==> src/rtl/trisc_hex_pkg.sv <==
// trisc_hex_pkg: shared constants, the hex-to-segment table and the scan FSM state type
// for the multiplexed 7-segment display controller.
package trisc_hex_pkg;

  // All segments off (active-low).
  localparam logic [6:0] SEG_BLANK = 7'h7F;

  // Active-low {g,f,e,d,c,b,a} patterns, entry 0 in the least significant slot.
  localparam logic [15:0][6:0] SEG_TABLE = {
    7'h0E, 7'h06, 7'h21, 7'h46, 7'h03, 7'h08, 7'h18, 7'h00,
    7'h78, 7'h02, 7'h12, 7'h19, 7'h30, 7'h24, 7'h79, 7'h40
  };

  typedef enum logic [1:0] {
    IDLE,
    SCAN_ON,
    SCAN_GAP
  } scan_state_e;

  function automatic logic [6:0] hex_to_seg(input logic [3:0] nib);
    return SEG_TABLE[nib];
  endfunction

endpackage

==> src/rtl/trisc_scan_timer.sv <==
// trisc_scan_timer: loadable down-counter with a registered zero flag; times both the
// lit and the blanking interval of each digit slot.
module trisc_scan_timer #(
  parameter int unsigned CW = 4
) (
  input  logic          clk,
  input  logic          reset_n,
  input  logic          load_i,
  input  logic [CW-1:0] load_val_i,
  output logic          zero_o
);

  logic [CW-1:0] count_q;
  logic [CW-1:0] count_d;
  logic          zero_q;

  // Load takes priority; otherwise count down and hold at zero.
  always_comb begin
    count_d = count_q;
    if (load_i) begin
      count_d = load_val_i;
    end else if (count_q != '0) begin
      count_d = count_q - CW'(1);
    end
  end

  // Counter and zero flag registers.
  always_ff @(posedge clk) begin
    if (!reset_n) begin
      count_q <= '0;
      zero_q  <= 1'b1;
    end else begin
      count_q <= count_d;
      zero_q  <= (count_d == '0);
    end
  end

  assign zero_o = zero_q;

endmodule

==> src/rtl/trisc_hex_scan.sv <==
// trisc_hex_scan: time-multiplexed 7-segment display controller. A value is accepted into
// a shadow register over valid/ready and committed to the display only at a frame boundary
// or while idle, so a frame never mixes old and new digits.
// Optional: define TRISC_HEX_LZB_EN to blank leading-zero digits (digit 0 always shown).
module trisc_hex_scan
  import trisc_hex_pkg::*;
#(
  parameter int unsigned DIGITS   = 4,
  parameter int unsigned SCAN_DIV = 1000,
  parameter int unsigned GAP      = 16
) (
  input  logic                  clk,
  input  logic                  reset_n,
  input  logic                  enable,
  input  logic                  load_valid,
  input  logic [4*DIGITS-1:0]   load_data,
  output logic                  load_ready,
  output logic [6:0]            seg,
  output logic [DIGITS-1:0]     digit_n,
  output logic                  frame_done
);

  localparam int unsigned DW      = 4 * DIGITS;
  localparam int unsigned IW      = (DIGITS > 1) ? $clog2(DIGITS) : 1;
  localparam int unsigned CNT_MAX = (SCAN_DIV > GAP) ? SCAN_DIV : GAP;
  localparam int unsigned CW      = (CNT_MAX > 1) ? $clog2(CNT_MAX) : 1;

  localparam logic [CW-1:0] ON_LD    = CW'(SCAN_DIV - 1);
  localparam logic [CW-1:0] GAP_LD   = CW'((GAP > 0) ? GAP - 1 : 0);
  localparam logic [IW-1:0] LAST_IDX = IW'(DIGITS - 1);

  scan_state_e       state_q, state_d;
  logic [IW-1:0]     idx_q, idx_d;
  logic [DW-1:0]     display_q, display_d;
  logic [DW-1:0]     shadow_q, shadow_d;
  logic              pending_q, pending_d;
  logic              ready_q;
  logic              wrap_q;
  logic              frame_done_q;
  logic [6:0]        seg_q, seg_d;
  logic [DIGITS-1:0] digit_n_q, digit_n_d;

  logic              tmr_load_c;
  logic [CW-1:0]     tmr_val_c;
  logic              tmr_zero;
  logic              adv_c;
  logic              wrap_c;
  logic              accept_c;
  logic              commit_c;
  logic [3:0]        nib_c;

  trisc_scan_timer #(
    .CW (CW)
  ) u_timer (
    .clk        (clk),
    .reset_n    (reset_n),
    .load_i     (tmr_load_c),
    .load_val_i (tmr_val_c),
    .zero_o     (tmr_zero)
  );

  // Next-state logic: scan sequencing, digit advance and timer reloads.
  always_comb begin
    state_d    = state_q;
    idx_d      = idx_q;
    tmr_load_c = 1'b0;
    tmr_val_c  = '0;
    adv_c      = 1'b0;
    wrap_c     = 1'b0;
    if (!enable) begin
      state_d    = IDLE;
      idx_d      = '0;
      tmr_load_c = 1'b1;
    end else begin
      case (state_q)
        IDLE: begin
          state_d    = SCAN_ON;
          idx_d      = '0;
          tmr_load_c = 1'b1;
          tmr_val_c  = ON_LD;
        end
        SCAN_ON: begin
          if (tmr_zero) begin
            if (GAP > 0) begin
              state_d    = SCAN_GAP;
              tmr_load_c = 1'b1;
              tmr_val_c  = GAP_LD;
            end else begin
              adv_c = 1'b1;
            end
          end
        end
        SCAN_GAP: begin
          if (tmr_zero) begin
            adv_c = 1'b1;
          end
        end
        default: begin
          state_d = IDLE;
          idx_d   = '0;
        end
      endcase
      if (adv_c) begin
        state_d    = SCAN_ON;
        tmr_load_c = 1'b1;
        tmr_val_c  = ON_LD;
        if (idx_q == LAST_IDX) begin
          idx_d  = '0;
          wrap_c = 1'b1;
        end else begin
          idx_d = idx_q + IW'(1);
        end
      end
    end
  end

  // Shadow/display handshake: accept only when empty, commit at frame start or in IDLE.
  always_comb begin
    accept_c  = load_valid && !pending_q;
    commit_c  = pending_q && ((state_q == IDLE) || wrap_c);
    shadow_d  = accept_c ? load_data : shadow_q;
    display_d = commit_c ? shadow_q : display_q;
    pending_d = pending_q;
    if (accept_c) begin
      pending_d = 1'b1;
    end else if (commit_c) begin
      pending_d = 1'b0;
    end
  end

  // Output decode for the digit currently lit; registered below.
  always_comb begin
`ifdef TRISC_HEX_LZB_EN
    logic [DW-1:0] upper_c;
`endif
    seg_d     = SEG_BLANK;
    digit_n_d = '1;
    nib_c     = 4'(display_q >> {idx_q, 2'b00});
`ifdef TRISC_HEX_LZB_EN
    upper_c   = display_q >> {idx_q, 2'b00};
`endif
    if (state_q == SCAN_ON) begin
      digit_n_d = ~(DIGITS'(1) << idx_q);
      seg_d     = hex_to_seg(nib_c);
`ifdef TRISC_HEX_LZB_EN
      if ((idx_q != '0) && (upper_c == '0)) begin
        seg_d = SEG_BLANK;
      end
`endif
    end
  end

  // State, data and output registers.
  always_ff @(posedge clk) begin
    if (!reset_n) begin
      state_q      <= IDLE;
      idx_q        <= '0;
      display_q    <= '0;
      shadow_q     <= '0;
      pending_q    <= 1'b0;
      ready_q      <= 1'b1;
      wrap_q       <= 1'b0;
      frame_done_q <= 1'b0;
      seg_q        <= SEG_BLANK;
      digit_n_q    <= '1;
    end else begin
      state_q      <= state_d;
      idx_q        <= idx_d;
      display_q    <= display_d;
      shadow_q     <= shadow_d;
      pending_q    <= pending_d;
      ready_q      <= !pending_d;
      wrap_q       <= wrap_c;
      frame_done_q <= wrap_q;
      seg_q        <= seg_d;
      digit_n_q    <= digit_n_d;
    end
  end

  assign load_ready = ready_q;
  assign seg        = seg_q;
  assign digit_n    = digit_n_q;
  assign frame_done = frame_done_q;

endmodule

==> config.mk <==
export PLATFORM = sky130hd
export DESIGN_NAME = trisc_hex_scan
export DESIGN_NICKNAME = d
export VERILOG_FILES = /design/src/rtl/trisc_hex_pkg.sv /design/src/rtl/trisc_scan_timer.sv /design/src/rtl/trisc_hex_scan.sv
export SDC_FILE = /design/constraint.sdc
export NUM_CORES = 1
export LEC_CHECK = 0
export CAP_MARGIN = 20
export CORE_UTILIZATION = 43
export CTS_BUF_LIST = sky130_fd_sc_hd__clkbuf_8
export CTS_CLUSTER_SIZE = 12
export DETAILED_ROUTE_END_ITERATION = 10
export PLACE_DENSITY = 0.66
export SLEW_MARGIN = 20
export SYNTH_ARGS = -nofsm -noshare
export SYNTH_HDL_FRONTEND = slang
export SYNTH_HIERARCHICAL = 1
export SYNTH_SLANG_ARGS = --single-unit
==> constraint.sdc <==
create_clock -name clk -period 2.4 [get_ports clk]
set_clock_uncertainty 0.15 [all_clocks]
set_input_delay 0.72 -clock clk [delete_from_list [all_inputs] [get_ports clk]]
set_output_delay 0.72 -clock clk [all_outputs]
set_load 0.1 [all_outputs]
==> Yosys cells after proc, flatten, opt, wreduce, memory -nomap -nowiden <==
Memory sizes are Yosys's and may differ from the RTL's. A register that Yosys moved wholly into a read port is not among the register bits.
Cells that the tools add are included.
{ "totals": {"regBits": 55, "rom_bits": 112, "in_bits": 20, "out_inout_bits": 13, "wordCells": 66, "memories": 1} }
{ "mem_list": {"columns": ["memory", "words", "width", "rd", "rd_clocked_by_memory_dff", "write_ports", "line_no", "rtl"], "rows": [
  ["(name not given)", 16, 7, 1, 1, 0, "trisc_hex_pkg.sv:21", "return SEG_TABLE[nib];"]
]} }
{ "op_classes": {"add_sub_neg": 2, "eq_ne": 7, "shifts": 2, "n_mux": 23, "n_bitwise": 4, "n_reduce_logical": 15} }
{ "ops": {"columns": ["operator", "count"], "rows": [
  ["2-to-1 mux 10 bit", 4],
  ["one-hot mux 10 bit (2 select lines)", 1],
  ["right shift 16 x 4 -> 4 bit", 1],
  ["2-to-1 mux 1 bit", 11],
  ["zero test 10 bit", 1],
  ["nonzero test 10 bit", 1],
  ["subtractor 10 x 1 -> 10 bit, second input constant", 1],
  ["2-to-1 mux 2 bit", 4],
  ["AND reduction 2 bit", 4],
  ["one-hot mux 2 bit (3 select lines)", 1],
  ["equality test 2 bit, second input constant", 2],
  ["2-to-1 mux 4 bit", 1],
  ["inequality test 2 x 1 -> 1 bit, second input constant", 2],
  ["inverter 4 bit", 1],
  ["<< shifter 1 x 2 -> 4 bit, first input constant", 1],
  ["zero test 1 bit", 3],
  ["inequality test 3 x 2 -> 1 bit, second input constant", 1],
  ["inverter 1 bit", 3],
  ["OR reduction 3 bit", 1],
  ["adder 2 x 1 -> 2 bit, second input constant", 1],
  ["equality test 2 x 1 -> 1 bit, second input constant", 1],
  ["logical AND 1 bit", 2],
  ["zero test 2 bit", 1],
  ["inequality test 2 bit, second input constant", 1],
  ["3 further kinds", 3]
]} }

==> Depth between registers and ports, before layout <==
{ "logic_depth": {"ltp_word": 10, "depth_mapped": 8, "mapped_depth_nobuf": 8} }

==> Hierarchy <==
Netlist, hierarchy kept.
{ "by_module_without_submodules": {"columns": ["module", "n_inst", "cells_each", "area_per_inst_um2", "seq_area_each_um2"], "rows": [
  ["trisc_hex_scan", 1, 229, 2252.2, 1021.0],
  ["trisc_scan_timer", 1, 90, 708.2, 220.2]
]} }

==> Worst setup path before layout <==
Ideal clock, no wire load.
{ "synth_path": {"path_kind": "flip-flop to flip-flop", "from": "reg idx_q[0]", "to": "reg seg_q[3] (netlist: seg[3])", "setup_ns": 0.132, "arrival_ns": 2.074, "required_ns": 2.118, "setup_slack_ns": 0.043, "path_stages_with_launch": 9, "n_path_buf": 1, "period_less_slack_ns": 2.357, "cell_sequence": "dfxtp_1 buf_6 mux4_1 inv_1 ha_1 inv_1 mux2_2 o22ai_2 o21ai_1"} }
{ "synth_between": {"elab_chain_cells": 1} }
{ "synth_rtl": {"columns": ["element", "line_no", "rtl"], "rows": [
  ["start, declared", "trisc_hex_scan.sv:33", "logic [IW-1:0] idx_q, idx_d;"],
  ["start signal, assigned", "trisc_hex_scan.sv:168", "idx_q <= idx_d;"],
  ["right shift 16 x 4 -> 4 bit", "trisc_hex_scan.sv:138", "nib_c = 4'(display_q >> {idx_q, 2'b00});"],
  ["end, declared", "trisc_hex_scan.sv:40", "logic [6:0] seg_q, seg_d;"]
]} }
Every way passes these cells.
A chain may end at the register's enable or synchronous reset.

==> Worst setup path in the final report <==
{ "layout_path": {"from": "reg u_timer.count_q[0]", "to": "reg u_timer.zero_q (netlist: u_timer/zero_o)"} }
{ "layout_between": {"elab_chain_cells": 4, "elab_cells_between_ends": 5, "classes_between": "add/sub: 1; mux: 2; reduce/logical: 2"} }
{ "layout_rtl": {"columns": ["element", "line_no", "rtl"], "rows": [
  ["start, declared", "trisc_scan_timer.sv:13", "logic [CW-1:0] count_q;"],
  ["start signal, assigned", "trisc_scan_timer.sv:33", "count_q <= count_d;"],
  ["subtractor 10 x 1 -> 10 bit or nonzero test 10 bit (tied branches)", "trisc_scan_timer.sv:23, trisc_scan_timer.sv:22", null],
  ["2-to-1 mux 10 bit (*)", "trisc_scan_timer.sv:22", "end else if (count_q != '0) begin"],
  ["2-to-1 mux 10 bit (*)", "trisc_scan_timer.sv:20", "if (load_i) begin"],
  ["zero test 10 bit (*)", "trisc_scan_timer.sv:34", "zero_q <= (count_d == '0);"],
  ["end signal, assigned", "trisc_scan_timer.sv:34", null],
  ["end, declared", "trisc_scan_timer.sv:15", "logic zero_q;"]
]} }
Every way passes the cells marked *; elsewhere a longest branch is shown, timed or not.

==> metrics.sh <==
STATUS='complete, but fails checks'
VIOLATIONS='design-rule violations'
GRT_ANTENNA_BEFORE_REPAIR=0
REPORT.FINAL.SLEW_VIOL_COUNT=0
MET3WIRELENGTH_UM=264
GRT_MAX_DEGREE=40
FLOORPLAN.INITIALDENSITY_PCT=45.58
AVGVIACOUNTPERCELL=5.218
CTS_TREE='built'
POWER.STATIC_LEAKAGE_nW=1.444
DRT.ANTENNA.VIOLATING_NETS=0
FLOORPLAN.IO_PINS=33
PORTBUFFERS=32
CTS-ROOT-BUF='sky130_fd_sc_hd__clkbuf_8'
INSERTION_DELAY_NS=0.34
FINALNONFILLERCELLS=459
VIA_COUNT_OF_THE_FIRST_GLOBAL_ROUTING_PASS=2239
MAPPED_CELL_AREA_UM2=2960
SYNTH_CELLS=319
HOLD-WORST-SLACK_NS=0.3105
FIN_CRIT_SH_PCT=96.21
DOMINANTREGCELLSYNTH='sky130_fd_sc_hd__dfxtp_1'
RR_WORST_DEPTH=6
SHARE_OF_CELLS_ABOVE_DRIVE_STRENGTH_1_PCT=19.90
ASYNC_FLOP_SHARE_PCT=0
GPL_WTD_CONG=0.9300
AREAGROWTHSYNTHTOFINISH_PCT=25.91
HTREE_NUM_LEVELS=3
HOLD_PATH.STARTPOINT='shadow_q[15]$_SDFFE_PN0P_'
MAXCLOCKFREQUENCY_MHz=433.1
CRITPATHLAUNCHTYPE='flop'
TOTAL_OF_HOLD_BUFFERS_INSERTED_AFTER_CLOCK_TREE_SYNTHESIS=0
TIMING.CRITICAL_PATH.FANOUT_MAX=5
ROUTEDLENGTHMET1_MM=3.123
PLACEMENTROWS=29
AVGSYNTHCELLAREA_UM2=9.280
POWER-PER-CELL-AREA_nW_PER_UM2=651.7
HOLD_VIOL=0
CAP_VIOLATIONS=0
WHS_ENDPOINT='shadow_q[15]$_SDFFE_PN0P_'
FINALSETUPVIOLATIONS=0
GRT_USE_TOTAL_PCT=19.15
CHIPWIDTH_UM=84.97
SYNTH_ENABLE_FLOP_CELLS=0
POST-PLACE-CELLS=443
ROUTED_WIRE_LENGTH_PER_INSTANCE_UM=13.92
CTS-ROOT-TO-SINK-BUFFERS=2
DIEAREA_UM2=7220
CRITPATHREQUIREDTIME_NS=2.50
DPL.HPWL_MM=4.525
HOLD_PATH_CLASS='flop to flop'
SEQUENTIAL_AREA_SHARE_AFTER_SYNTHESIS_PCT=41.93
DRT_ITER0_DRC=126
WIRE_LENGTH_OF_THE_FIRST_GLOBAL_ROUTING_PASS_MM=10.54
CTS.SINK_COUNT=62
AREA_OF_THE_CORE_REGION_UM2=6495
RR_STARTPOINT='u_timer/count_q[0]$_SDFF_PN0_'
PLACEMENT.CELL_AREA_UM2=3510
MIN_TCLK_POST_ROUTE_NS=2.309
SETUP_REPAIR_AFTER_GLOBAL_ROUTING_MISSED_ITS_MARGIN='false'
ENDPOINT_KIND='flop'
CRIT_ARRIVAL_NS=2.41
WORST-SETUP-PATH-TYPE='flop to flop'
ROUTE.VIAS.TOTAL=2395
FINAL_NET_COUNT=407
ANTENNA_CELLS=0
ROUTE.DETAILED.DRC=3
SYNTH.FF_LATCH_COUNT=62
FINALPOWER_mW=2.429
FIRSTDRTPASSITERS=9
MAX-VDD-IR-DROP_mV=0.4149
GRT.OVERFLOW.TOTAL=0
NETLIST-CELL-TYPE-COUNT=57
ROUTE.TOP_LAYER_USED='met4'
N_FILL_CELL=608
TRITONCTS_BUFFER_COUNT=9
HOLD_PATH_DEPTH=2
DIE_H_UM=84.97
CLK_SLEW_ON_WORST_S_H_PATHS_NS=0.06
FINAL_DESIGN_AREA_NO_FILL_UM2=3727
SYNTH.NET_COUNT=349
REGTOREGSETUPSLACK_NS=0.09
POSTROUTEWIRELENGTH_MM=6.390
YS.WARNINGS.COUNT=6
CRIT-REG2REG-CAPTURE='u_timer/zero_o$_SDFF_PN1_'
MET2_WIRELENGTH_MM=2.846
## registers in the layout (all words and copies together) (netlist names)
name / flops
digit_n: 4
shadow_q: 16
pending_q: 1
state_q: 2
frame_done: 1
wrap_q: 1
u_timer/count_q: 10
u_timer/zero_o: 1
idx_q: 2
display_q: 16
seg: 7
load_ready: 1
## where the power goes
part | total (mW) | switching [mW] | internal (mW)
Sequential | 1.11 | 0.0348 | 1.07
Combinational | 0.391 | 0.216 | 0.176
Clock | 0.929 | 0.402 | 0.527
Total | 2.43 | 0.652 | 1.78
## critical path, stage by stage, from the launching register on
cell and delay [ns]:
sky130_fd_sc_hd__dfxtp_1 0.33, sky130_fd_sc_hd__buf_4 0.14, sky130_fd_sc_hd__or4_1 0.61, sky130_fd_sc_hd__o21ai_0 0.34, sky130_fd_sc_hd__a41o_1 0.23, sky130_fd_sc_hd__o2111ai_1 0.11
sky130_fd_sc_hd__o41ai_2 0.31
## cells by family (layout without fill, tap and decap cells)
logic type	Yosys count	count (layout)	share of synthesized area [%]
multiplexers	29	29	11.67
adder cells (fa/ha/maj)	10	10	4.227
buffers and inverters	31	94	4.902
AO/OA/AOI/OAI	61	61	15.60
other	1	1	0.1267
AND/OR/NAND/NOR	125	125	21.56
flip-flops	62	62	41.93
## per-stage QoR
| stage | setup WS, ns | utilization, % | setup TNS (ns) |
|---|---|---|---|
| after floorplan | 0.04338 | - | 0 |
| after global placement | -0.2286 | 54.04 | -0.5358 |
| after detailed placement | -0.2478 | 54.04 | -0.6664 |
| after CTS | 0.04566 | 57.12 | 0 |
| after global routing | 0.001300 | 57.39 | 0 |
| final | 0.09098 | 57.39 | 0 |
## area by class of cell
class                           count  area (µm²)  area share [%]
Tap cell                           77       96.34           2.585
Multi-Input combinational cell    226        1590           42.67
Sequential cell                    62        1242           33.33
Timing Repair Buffer               62       538.0           14.43
Clock inverter                      5       48.80           1.309
Clock buffer                       11       151.4           4.062
Inverter                           16       60.06           1.611
## per-layer routing
metal | vias up | global-route usage, %
li1 | 1233 | -
met1 | 1092 | 24.54
met2 | 58 | 29.84
met3 | 12 | 4.475
met4 | 0 | 10.48
met5 | - | 0
## cell usage in the layout (no fill, tap or decap), types with 2 or more instances in the layout
master,count
sky130_fd_sc_hd__a211oi_1,2
sky130_fd_sc_hd__a21boi_0,12
sky130_fd_sc_hd__a21boi_1,4
sky130_fd_sc_hd__a21oi_1,10
sky130_fd_sc_hd__a31oi_1,2
sky130_fd_sc_hd__a41o_1,2
sky130_fd_sc_hd__and2_1,5
sky130_fd_sc_hd__buf_12,2
sky130_fd_sc_hd__buf_4,41
sky130_fd_sc_hd__clkbuf_8,11
sky130_fd_sc_hd__clkdlybuf4s50_1,19
sky130_fd_sc_hd__clkinv_2,3
sky130_fd_sc_hd__dfxtp_1,61
sky130_fd_sc_hd__ha_1,10
sky130_fd_sc_hd__inv_1,15
sky130_fd_sc_hd__inv_2,2
sky130_fd_sc_hd__mux2i_1,24
sky130_fd_sc_hd__mux4_2,3
sky130_fd_sc_hd__nand2_1,49
sky130_fd_sc_hd__nand2b_1,7
sky130_fd_sc_hd__nor2_1,17
sky130_fd_sc_hd__nor2b_1,17
sky130_fd_sc_hd__nor3_1,6
sky130_fd_sc_hd__nor3b_1,3
sky130_fd_sc_hd__nor4_1,2
sky130_fd_sc_hd__nor4b_1,2
sky130_fd_sc_hd__o21ai_0,7
sky130_fd_sc_hd__o21ai_1,2
sky130_fd_sc_hd__o221ai_1,6
sky130_fd_sc_hd__or2_2,3
sky130_fd_sc_hd__or3_1,2
sky130_fd_sc_hd__or4_1,3
## cells in the mapped netlist, drive strengths merged (6+ instances only)
master,n,area [µm²]
dfxtp,62,1241
nand2,49,183.9
mux2i,24,240.2
nor2,17,63.81
nor2b,17,106.4
a21boi,16,120.1
inv,15,56.30
a21oi,11,66.32
clkbuf,10,38.78
ha,10,125.1
o21ai,9,45.04
nand2b,8,57.55
o221ai,7,61.31
nor3,6,30.03
## worst max path at each step
stage | from | to | slack, ns | cells past startpoint
after detailed placement | enable | u_timer/zero_o$_SDFF_PN1_ | -0.25 | 6
after CTS | idx_q[0]$_SDFFE_PP0P_ | seg[3]$_SDFF_PN1_ | 0.05 | 7
after global placement | enable | u_timer/zero_o$_SDFF_PN1_ | -0.23 | 6
after global routing | u_timer/count_q[1]$_SDFF_PN0_ | u_timer/zero_o$_SDFF_PN1_ | 0.001 | 6
after floorplan | idx_q[0]$_SDFFE_PP0P_ | seg[3]$_SDFF_PN1_ | 0.04 | 8
final | u_timer/count_q[0]$_SDFF_PN0_ | u_timer/zero_o$_SDFF_PN1_ | 0.09 | 6
## repair_timing
item                                    in CTS  in global routing
hold endpoints to repair                     0                  0
endpoints found under the setup margin       0                  2
buffers inserted                             0                  0
resized for setup                            0                  5
Power figures use the tool's default switching activity.
